**config.mk**
```make
export PLATFORM = sky130hd
export DESIGN_NAME = i2c_slave_link_controller
export DESIGN_NICKNAME = d
export VERILOG_FILES = /design/src/rtl/i2c_slave_link_controller.sv
export SDC_FILE = /design/constraint.sdc
export NUM_CORES = 1
export LEC_CHECK = 0
export BUFFER_PORTS_ARGS = -buffer_cell sky130_fd_sc_hd__buf_2
export CORE_MARGIN = 5
export CORE_UTILIZATION = 35
export DETAILED_ROUTE_END_ITERATION = 8
export PLACE_DENSITY = 0.64
export SETUP_SLACK_MARGIN = 0.05
export SKIP_LAST_GASP = 1
export SLEW_MARGIN = 0
export SYNTH_ARGS = -nofsm -noshare
export SYNTH_HDL_FRONTEND = slang
export SYNTH_SLANG_ARGS = --single-unit
```
**constraint.sdc**
```tcl
create_clock -name CLK -period 4.4 [get_ports CLK]
set_input_delay 0 -clock CLK [delete_from_list [all_inputs] [get_ports CLK]]
set_output_delay 0 -clock CLK [all_outputs]
set_load 0.01 [all_outputs]
```
**src/rtl/i2c_slave_link_controller.sv**
```systemverilog
// I2C slave link controller: synchronises SCL/SDA, detects START/STOP, shifts address and
// data bytes, schedules ACK/NACK and serialises read data toward an open-drain SDA pad.
module i2c_slave_link_controller #(
    parameter logic [6:0] SLAVE_ADDR  = 7'h50,
    parameter int         SYNC_STAGES = 2
) (
    input  logic       CLK,
    input  logic       RST,
    input  logic       scl_in,
    input  logic       sda_in,
    output logic       sda_oe,
    output logic [7:0] rx_data,
    output logic       rx_valid,
    input  logic       rx_ready,
    input  logic [7:0] tx_data,
    output logic       tx_load,
    output logic       busy,
    output logic       rw,
    output logic       stop_seen
);

    typedef enum logic [2:0] {
        ST_IDLE,
        ST_ADDR,
        ST_ADDR_ACK,
        ST_RX,
        ST_RX_ACK,
        ST_TX,
        ST_TX_ACK,
        ST_WAIT_STOP
    } state_e;

    logic [SYNC_STAGES-1:0] scl_sync_q, sda_sync_q;
    logic                   scl_prev_q, sda_prev_q;

    state_e     state_q, state_d;
    logic [2:0] bitcnt_q, bitcnt_d;
    logic       byte_done_q, byte_done_d;
    logic [7:0] shift_q, shift_d;
    logic [7:0] tx_q, tx_d;
    logic       sda_oe_q, sda_oe_d;
    logic [7:0] rx_data_q, rx_data_d;
    logic       rx_valid_q, rx_valid_d;
    logic       tx_load_q, tx_load_d;
    logic       busy_q, busy_d;
    logic       rw_q, rw_d;
    logic       stop_seen_q, stop_seen_d;

    logic scl_s, sda_s;
    logic scl_rise, scl_fall, start_det, stop_det;
    logic load_tx;

    assign scl_s     = scl_sync_q[SYNC_STAGES-1];
    assign sda_s     = sda_sync_q[SYNC_STAGES-1];
    assign scl_rise  =  scl_s & ~scl_prev_q;
    assign scl_fall  = ~scl_s &  scl_prev_q;
    // SCL must be high on both samples so an SDA edge racing an SCL edge is not a START/STOP.
    assign start_det = scl_s & scl_prev_q &  sda_prev_q & ~sda_s;
    assign stop_det  = scl_s & scl_prev_q & ~sda_prev_q &  sda_s;

    always_comb begin
        // NOTE: every variable gets a default before any branch so no latch is inferred.
        state_d     = state_q;
        bitcnt_d    = bitcnt_q;
        byte_done_d = byte_done_q;
        shift_d     = shift_q;
        tx_d        = tx_q;
        sda_oe_d    = sda_oe_q;
        rx_data_d   = rx_data_q;
        busy_d      = busy_q;
        rw_d        = rw_q;
        rx_valid_d  = 1'b0;
        tx_load_d   = 1'b0;
        stop_seen_d = 1'b0;
        load_tx     = 1'b0;

        if (stop_det) begin
            state_d     = ST_IDLE;
            sda_oe_d    = 1'b0;
            busy_d      = 1'b0;
            stop_seen_d = 1'b1;
            bitcnt_d    = 3'd0;
            byte_done_d = 1'b0;
        end else if (start_det) begin
            state_d     = ST_ADDR;
            sda_oe_d    = 1'b0;
            bitcnt_d    = 3'd0;
            byte_done_d = 1'b0;
        end else begin
            unique case (state_q)
                ST_IDLE: ;
                ST_ADDR, ST_RX: begin
                    if (scl_rise) begin
                        shift_d  = {shift_q[6:0], sda_s};
                        bitcnt_d = bitcnt_q + 3'd1;
                        if (bitcnt_q == 3'd7) byte_done_d = 1'b1;
                    end else if (scl_fall && byte_done_q) begin
                        byte_done_d = 1'b0;
                        if (state_q == ST_ADDR) begin
                            if (shift_q[7:1] == SLAVE_ADDR) begin
                                sda_oe_d = 1'b1;
                                rw_d     = shift_q[0];
                                busy_d   = 1'b1;
                                state_d  = ST_ADDR_ACK;
                            end else begin
                                sda_oe_d = 1'b0;
                                busy_d   = 1'b0;
                                state_d  = ST_WAIT_STOP;
                            end
                        end else if (rx_ready) begin
                            sda_oe_d   = 1'b1;
                            rx_data_d  = shift_q;
                            rx_valid_d = 1'b1;
                            state_d    = ST_RX_ACK;
                        end else begin
                            sda_oe_d = 1'b0;
                            busy_d   = 1'b0;
                            state_d  = ST_WAIT_STOP;
                        end
                    end
                end
                ST_ADDR_ACK: begin
                    if (scl_fall) begin
                        if (rw_q) begin
                            load_tx = 1'b1;
                        end else begin
                            sda_oe_d = 1'b0;
                            bitcnt_d = 3'd0;
                            state_d  = ST_RX;
                        end
                    end
                end
                ST_RX_ACK: begin
                    if (scl_fall) begin
                        sda_oe_d = 1'b0;
                        bitcnt_d = 3'd0;
                        state_d  = ST_RX;
                    end
                end
                ST_TX: begin
                    if (scl_rise) begin
                        bitcnt_d = bitcnt_q + 3'd1;
                        if (bitcnt_q == 3'd7) byte_done_d = 1'b1;
                    end else if (scl_fall) begin
                        if (byte_done_q) begin
                            byte_done_d = 1'b0;
                            sda_oe_d    = 1'b0;
                            state_d     = ST_TX_ACK;
                        end else begin
                            sda_oe_d = ~tx_q[7];
                            tx_d     = {tx_q[6:0], 1'b0};
                        end
                    end
                end
                ST_TX_ACK: begin
                    // byte_done_q doubles as "master ACK sampled" while waiting for the slot's fall.
                    if (scl_rise) begin
                        if (sda_s) begin
                            busy_d  = 1'b0;
                            state_d = ST_WAIT_STOP;
                        end else begin
                            byte_done_d = 1'b1;
                        end
                    end else if (scl_fall && byte_done_q) begin
                        load_tx = 1'b1;
                    end
                end
                ST_WAIT_STOP: begin
                    sda_oe_d = 1'b0;
                    busy_d   = 1'b0;
                end
                default: state_d = ST_IDLE;
            endcase

            if (load_tx) begin
                tx_d        = {tx_data[6:0], 1'b0};
                tx_load_d   = 1'b1;
                sda_oe_d    = ~tx_data[7];
                bitcnt_d    = 3'd0;
                byte_done_d = 1'b0;
                state_d     = ST_TX;
            end
        end
    end

    always_ff @(posedge CLK) begin
        // NOTE: non-blocking assignments keep every register sampling pre-edge values.
        if (RST) begin
            scl_sync_q  <= '1;
            sda_sync_q  <= '1;
            scl_prev_q  <= 1'b1;
            sda_prev_q  <= 1'b1;
            state_q     <= ST_IDLE;
            bitcnt_q    <= 3'd0;
            byte_done_q <= 1'b0;
            shift_q     <= 8'd0;
            tx_q        <= 8'd0;
            sda_oe_q    <= 1'b0;
            rx_data_q   <= 8'd0;
            rx_valid_q  <= 1'b0;
            tx_load_q   <= 1'b0;
            busy_q      <= 1'b0;
            rw_q        <= 1'b0;
            stop_seen_q <= 1'b0;
        end else begin
            scl_sync_q  <= {scl_sync_q[SYNC_STAGES-2:0], scl_in};
            sda_sync_q  <= {sda_sync_q[SYNC_STAGES-2:0], sda_in};
            scl_prev_q  <= scl_s;
            sda_prev_q  <= sda_s;
            state_q     <= state_d;
            bitcnt_q    <= bitcnt_d;
            byte_done_q <= byte_done_d;
            shift_q     <= shift_d;
            tx_q        <= tx_d;
            sda_oe_q    <= sda_oe_d;
            rx_data_q   <= rx_data_d;
            rx_valid_q  <= rx_valid_d;
            tx_load_q   <= tx_load_d;
            busy_q      <= busy_d;
            rw_q        <= rw_d;
            stop_seen_q <= stop_seen_d;
        end
    end

    assign sda_oe    = sda_oe_q;
    assign rx_data   = rx_data_q;
    assign rx_valid  = rx_valid_q;
    assign tx_load   = tx_load_q;
    assign busy      = busy_q;
    assign rw        = rw_q;
    assign stop_seen = stop_seen_q;

endmodule
```
==> impl_metrics.csv, run 1 <==
group,metric,value,unit
grt,grt-ovfl-total,0,
route,dr.pass1.iters,4,
setup_path,critical_path_class,"flip-flop to flip-flop",
timing,relSlewSlack,51.35,%
power_and_ir_drop,power.share.clock,25.6,%
die,coreArea,5921,um^2
route,viasPerCell,5.070,
timing,hold_viol,0,
yosys,synth_cell_types,52,
layout,n_antenna_cell,0,
grt,antenna_found_initial,0,
setup_path,worst_ep_arrival_time,2540,ps
timing,worst_pin_slew,728.7,ps
run_status,status,"complete, no violations",
power_and_ir_drop,p_seq_share,45.7,%
power_and_ir_drop,power.internal,0.0006760,W
clocking,cts.sinks,42,
placement,place_congestion,0.8014,
yosys,synth_top_cell_by_area,"dfxtp_1",
grt,grt_pass1_vias,1679,
yosys,syn_avg_cell_area,8.984,um^2
timing,fmax,432.0,MHz
timing,slew_viol_final,0,
setup_path,critical-path-max-stage-delay,800,ps
clocking,path_clk_slew,70,ps
grt,grt_pass1_wl,7790,um
setup_path,path_buf_inv,0,
layout,fillCellCount,579,
die,die_height,88.16,um
yosys,yosys-top-cells-area,"dfxtp_1, mux2i_1, nor2_1, nand2_1, ha_1",
timing,fin_worst_skew,7.650,ps
route,wl_per_cell,13.07,um
power_and_ir_drop,p_leak,0.9414,nW
layout,syn2layout_area_growth,14.75,%
timing,setup_tns,0,ps
route,vias,1729,
power_and_ir_drop,p_comb_share,28.7,%
clocking,insertion_delay,300,ps
yosys,postSynthCellCount,238,
placement,place_ws,2109,ps
grt,grt_usage,12.73,%
die,die_w,88.16,um
die,ioPinCount,27,
power_and_ir_drop,p_sw,0.0003578,W
route,drt_wl_total,4457,um
yosys,synth-seq-cells,42,
setup_path,critical_path_required,4620,ps
layout,regArea,840.8,um^2
timing,setup_viol,0,
clocking,post_cts_buffers,0,
yosys,netlist_area,2138,um^2
setup_path,crit_chain,"and3b_1, a22o_1, nor4_1, or3_1, o21ai_0",
clocking,cts_tree,"done",
setup_path,end_kind,"flip-flop",
timing,rsz0062_at_grt,"no",
yosys,ys_warn_count,0,
clocking,cts-htree-levels,2,
flow_run,cap_violations,0,
route,drtIter0Drc,173,
power_and_ir_drop,peakVddDrop,0.0001840,V
setup_path,cp_top_family,"simple AND/OR/NAND/NOR gates",
timing,period_share,52.61,%
power_and_ir_drop,p_sw_share,34.61,%
clocking,clock_tree.root_cell,"clkbuf_8",
power_and_ir_drop,power_density,421.3,nW/um^2
timing,min_period,2315,ps
placement,detailed_place_hpwl,3035,um
layout,multi_input_area,1164,um^2
route,drc,0,
layout,final_layout_size_suffix_gt1_share,19.17,%
grt,grt_max_degree,37,
clocking,cts_buffer_depth,2,
layout,nets,283,
min_path,min_path_type,"input pin to flip-flop",
route,ant_nets,0,
yosys,synth_top_area_share,39.32,%
clocking,cts_buffers,5,
die,initial_core_util,36.12,%
die,die_area,7772,um^2
timing,setup_slack,2085,ps
yosys,seq_area_frac_synth,39.32,%
setup_path,critPathMaxFanout,21,
yosys,synth_fp_nets,256,
placement,portBuffers,26,
setup_path,critPathLaunchType,"flip-flop",
power_and_ir_drop,power,0.001034,W
die,rows,28,
setup_path,crit_slowest_cell,"dfxtp_1",
[power by group through the flow]
| stage | registers (W) | clock network [W] | logic (W) |
|---|---|---|---|
| floorplan | 0.000418 | 0 | 0.000294 |
| global placement | 0.000479 | 0 | 0.000280 |
| detailed placement | 0.000478 | 0 | 0.000281 |
| CTS | 0.000470 | 0.000273 | 0.000293 |
| global route | 0.000478 | 0.000291 | 0.000328 |
| finish | 0.000472 | 0.000265 | 0.000297 |
[logic make-up (layout without fill, tap and decap cells)]
logic type | count (synthesis) | after routing | synth area share (%)
adders and majority gates | 5 | 5 | 2.926
and+or+nand+nor | 104 | 104 | 25.28
xor gates and xnor gates | 1 | 1 | 0.4097
muxes | 21 | 21 | 9.889
DFF | 42 | 42 | 39.32
buffers and inverters | 23 | 51 | 6.553
AOI/OAI and AO/OA | 42 | 42 | 15.62
[what timing repair did]
item	CTS	global route
gates resized for setup	0	0
hold endpoints to repair	10	0
hold buffers	10	0
[registers in the layout (all words and copies together) (netlist names), 2 cells and up]
register / count
state_q: 3
sda_sync_q: 2
rx_data: 8
shift_q: 8
scl_sync_q: 2
bitcnt_q: 3
tx_q: 7
[path summary, 6_finish.rpt]
check / from / to / slack [ps] / cells past startpoint
hold reg to reg: sda_sync_q[0] / sda_sync_q[1] / 420 / 1
hold / removal: rx_ready / state_q[1] / 190 / 3
setup reg to reg: state_q[2] / sda_oe / 2090 / 5
setup / recovery: state_q[2] / sda_oe / 2090 / 5
[worst reg2reg max path: stages (launching register included)]
cell and delay (ps):
dfxtp_1 800, and3b_1 360, a22o_1 440, nor4_1 140
or3_1 370, o21ai_0 140
[synthesized netlist by cell type (all sizes together)]
library cell / count
nor4: 2
inv: 6
o41ai: 1
buf: 12
a221oi: 2
a222oi: 1
nor3: 7
a21o: 1
ha: 5
o31ai: 1
a22oi: 2
mux2i: 20
a21boi: 1
or3: 2
and2b: 1
or2: 6
a22o: 2
nor3b: 1
a211oi: 1
a21bo: 1
mux2: 1
nand2b: 4
nor2: 34
o21bai: 1
o21ai: 6
nor2b: 7
a31oi: 1
nand3b: 2
a2111oi: 1
dfxtp: 42
xor2: 1
nor4bb: 1
nand4: 1
and3b: 2
o211ai: 1
and4bb: 2
and2: 3
clkbuf: 5
a21oi: 10
o221a: 1
nand3: 1
nand2: 26
or4b: 2
a311o: 1
a311oi: 7
[cell type report]
class | instances | share of cell area, %
inverter | 6 | 0.9179
sequential | 42 | 34.27
clock buffer | 7 | 3.519
clock inverter | 1 | 0.3570
timing repair buffer | 37 | 9.689
tap | 75 | 3.825
multi-input combinational | 173 | 47.43
[per-layer routing]
layer  wire length, um  part of all wire (%)  track usage [%]  vias to the layer above
met3               173                   3.9            3.481                       13
li1                  -                     -                -                      886
met2              2148                    48            20.60                       31
met4               110                   2.5            5.907                        0
met1              2024                    45            15.69                      799
met5                 0                     0                0                        -
[placed cells by master (no fill, tap or decap), types with 2 or more instances in the layout]
master,n
dfxtp_1,42
nor2_1,34
nand2_1,26
buf_2,26
mux2i_1,20
a21oi_1,10
dlygate4sd3_1,10
nor2b_1,7
a311oi_1,7
inv_1,6
or2_2,6
nor3_1,6
clkbuf_8,6
ha_1,5
nand2b_1,4
o21ai_0,4
and2_1,3
nand3b_1,2
o21ai_1,2
or4b_1,2
a221oi_1,2
a22o_1,2
or3_1,2
[metrics by stage]
stage / instances / utilization (%) / instance area, um^2 / hold WS [ps]
global placement: 323 / 38.14 / 2258 / 184.2
detailed placement: 323 / 38.14 / 2258 / 185.8
finish: 341 / 41.44 / 2454 / 189.6
CTS: 341 / 41.44 / 2454 / 178.2
global route: 341 / 41.44 / 2454 / 193.9
floorplan: 238 / - / 2138 / 103.8
Power figures use the tool's default switching activity.
==> inputs of run 2 (changes only) <==
- clock period: 4.4 -> 2.2 ns (I/O delays scaled with it)
==> run 2 against run 1 <==
Effect of this change:
- sequential share of layout area down 1.6 points
- largest cell class unchanged
- combinational power up 140%
- largest power group unchanged
- sequential power up 87%
- critical endpoint is now tx_q[1]
- final cell count up 2.6%
==> impl_metrics.csv, run 2 (same netlist as run 1, synthesis figures left out) <==
group,metric,value,unit
timing,worst_pin_slew,589.8,ps
placement,dpl-instance-area,2311,um^2
timing,min_period,2003,ps
timing,fin_worst_skew,6.673,ps
clocking,path_clk_slew,80,ps
flow_run,cap_violations,0,
layout,final_cell_mix,"dfxtp_1, nor2_1, nand2_1, buf_2, mux2i_1",
layout,final_area,2572,um^2
timing,hold_viol,0,
die,die_area,7772,um^2
min_path,min_path_type,"input pin to flip-flop",
route,viasPerCell,5.043,
layout,multi_input_area,1172,um^2
placement,portBuffers,26,
setup_path,crit_start,"scl_sync_q[1]",
clocking,cts.sinks,42,
timing,period_share,91.06,%
die,rows,28,
timing,slew_viol_final,0,
grt,grt_pass1_wl,8231,um
setup_path,end_kind,"flip-flop",
route,wl_per_cell,13.35,um
layout,final_layout_size_suffix_gt1_share,22.91,%
power_and_ir_drop,p_sw,0.0007527,W
power_and_ir_drop,power.internal,0.001598,W
setup_path,critPathLaunchType,"flip-flop",
power_and_ir_drop,p_seq_share,37.6,%
die,ioPinCount,27,
power_and_ir_drop,p_comb_share,30.8,%
grt,grt_usage,13.30,%
clocking,cts_buffer_depth,2,
clocking,cts_buffers,5,
clocking,insertion_delay,300,ps
setup_path,critical_path_class,"flip-flop to flip-flop",
setup_path,endpoint,"tx_q[1]",
power_and_ir_drop,peakVddDrop,0.0005989,V
layout,layout_commonest_cell,"dfxtp_1",
power_and_ir_drop,power_density,913.8,nW/um^2
route,vias,1765,
setup_path,r2r-start,"scl_sync_q[1]",
setup_path,critPathMaxFanout,10,
die,initial_core_util,36.12,%
die,coreArea,5921,um^2
layout,regArea,840.8,um^2
layout,nets,292,
layout,syn2layout_area_growth,20.30,%
layout,fin_util,43.45,%
grt,grt_max_degree,37,
die,die_w,88.16,um
layout,n_antenna_cell,0,
timing,relSlewSlack,60.68,%
route,drtIter0Drc,116,
clocking,cts_tree,"done",
grt,grt-ovfl-total,0,
run_status,status,"complete, no violations",
die,die_height,88.16,um
route,ant_nets,0,
timing,setup_tns,0,ps
timing,setup_viol,0,
route,drt_wl_total,4673,um
setup_path,ff2ff_path_depth,8,
route,drc,0,
clocking,clock_tree.root_cell,"clkbuf_8",
setup_path,worst_ep_arrival_time,2230,ps
timing,fmax,499.2,MHz
grt,antenna_found_initial,0,
power_and_ir_drop,p_leak,1.008,nW
route,dr.pass1.iters,4,
setup_path,r2r_setup_slack,200,ps
setup_path,rr_endpoint,"tx_q[1]",
layout,fillCellCount,574,
grt,grt_pass1_vias,1733,
timing,rsz0062_at_grt,"no",
placement,place_congestion,0.8881,
clocking,cts-htree-levels,2,
placement,detailed_place_hpwl,3200,um
power_and_ir_drop,power.share.clock,31.7,%
setup_path,critical_path_required,2430,ps
power_and_ir_drop,p_sw_share,32.02,%
-- run 2: cell count changes in the layout (fill, tap and decap cells not counted) --
cell       before  now
clkinv_4        0    1
ha_2            0    1
clkbuf_8        6    5
buf_4           1   10
nor4_1          1    0
nor4_2          1    2
ha_1            5    4
inv_6           1    0
bufinv_16       0    2
clkbuf_1        1    0
-- run 2: timing repair --
item                       CTS  global route
hold buffers                10             0
buffers inserted             0             2
resized for setup            0             2
setup endpoints to repair    0            10
hold endpoints to repair    10             0
-- run 2: critical path, stage by stage, from the launching register on --
cell      delay (ps)
dfxtp_1          390
ha_2             290
and3b_2          270
a22oi_4          290
a211oi_4         100
buf_4            190
buf_4            150
nand2b_1         130
a21oi_1          120
-- run 2: area by class of cell --
| type | count | area share, % |
|---|---|---|
| clock buffers | 5 | 2.675 |
| well taps | 75 | 3.648 |
| multi-input cells | 173 | 45.57 |
| repair buffers | 46 | 11.87 |
| inverters | 6 | 0.8755 |
| flip-flops and latches | 42 | 32.68 |
| clock inverters | 3 | 2.675 |
-- run 2: stage by stage --
| stage | hold slack (ps) | std cells | power (W) | setup WS [ps] |
|---|---|---|---|---|
| floorplan | 103.8 | 238 | 0.001423 | 396.1 |
| global placement | 185.6 | 330 | 0.001572 | 248.8 |
| detailed placement | 187.2 | 330 | 0.001574 | 160.2 |
| CTS | 182.3 | 348 | 0.002345 | 136.7 |
| global route | 215.9 | 350 | 0.002486 | 49.49 |
| finish | 183.0 | 350 | 0.002351 | 196.6 |
-- run 2: per-layer routing --
| metal | wire, um | vias to the layer above | track usage, % |
|---|---|---|---|
| li1 | - | 908 | - |
| met1 | 2205 | 810 | 17.46 |
| met2 | 2195 | 37 | 21.35 |
| met3 | 182 | 10 | 2.822 |
| met4 | 90 | 0 | 5.082 |
| met5 | 0 | - | 0 |
-- run 2: power by group through the flow --
stage          Combinational [W]  Clock, W  Sequential [W]
4_1_cts                 0.000701  0.000763        0.000881
3_5_place_dp            0.000676         0        0.000898
3_3_place_gp            0.000673         0        0.000899
6_report                0.000723  0.000744        0.000884
5_1_grt                 0.000795  0.000799        0.000893
2_1_floorplan           0.000588         0        0.000835
-- run 2: how the worst min path moves through the flow --
stage | startpoint | endpoint | slack [ps] | cells after the start
2_1_floorplan | scl_in | scl_sync_q[0] | 100 | 1
3_3_place_gp | scl_in | scl_sync_q[0] | 190 | 2
3_5_place_dp | scl_in | scl_sync_q[0] | 190 | 2
4_1_cts | RST | shift_q[3] | 180 | 2
5_1_grt | RST | rx_data[3] | 220 | 2
6_report | RST | shift_q[0] | 180 | 2
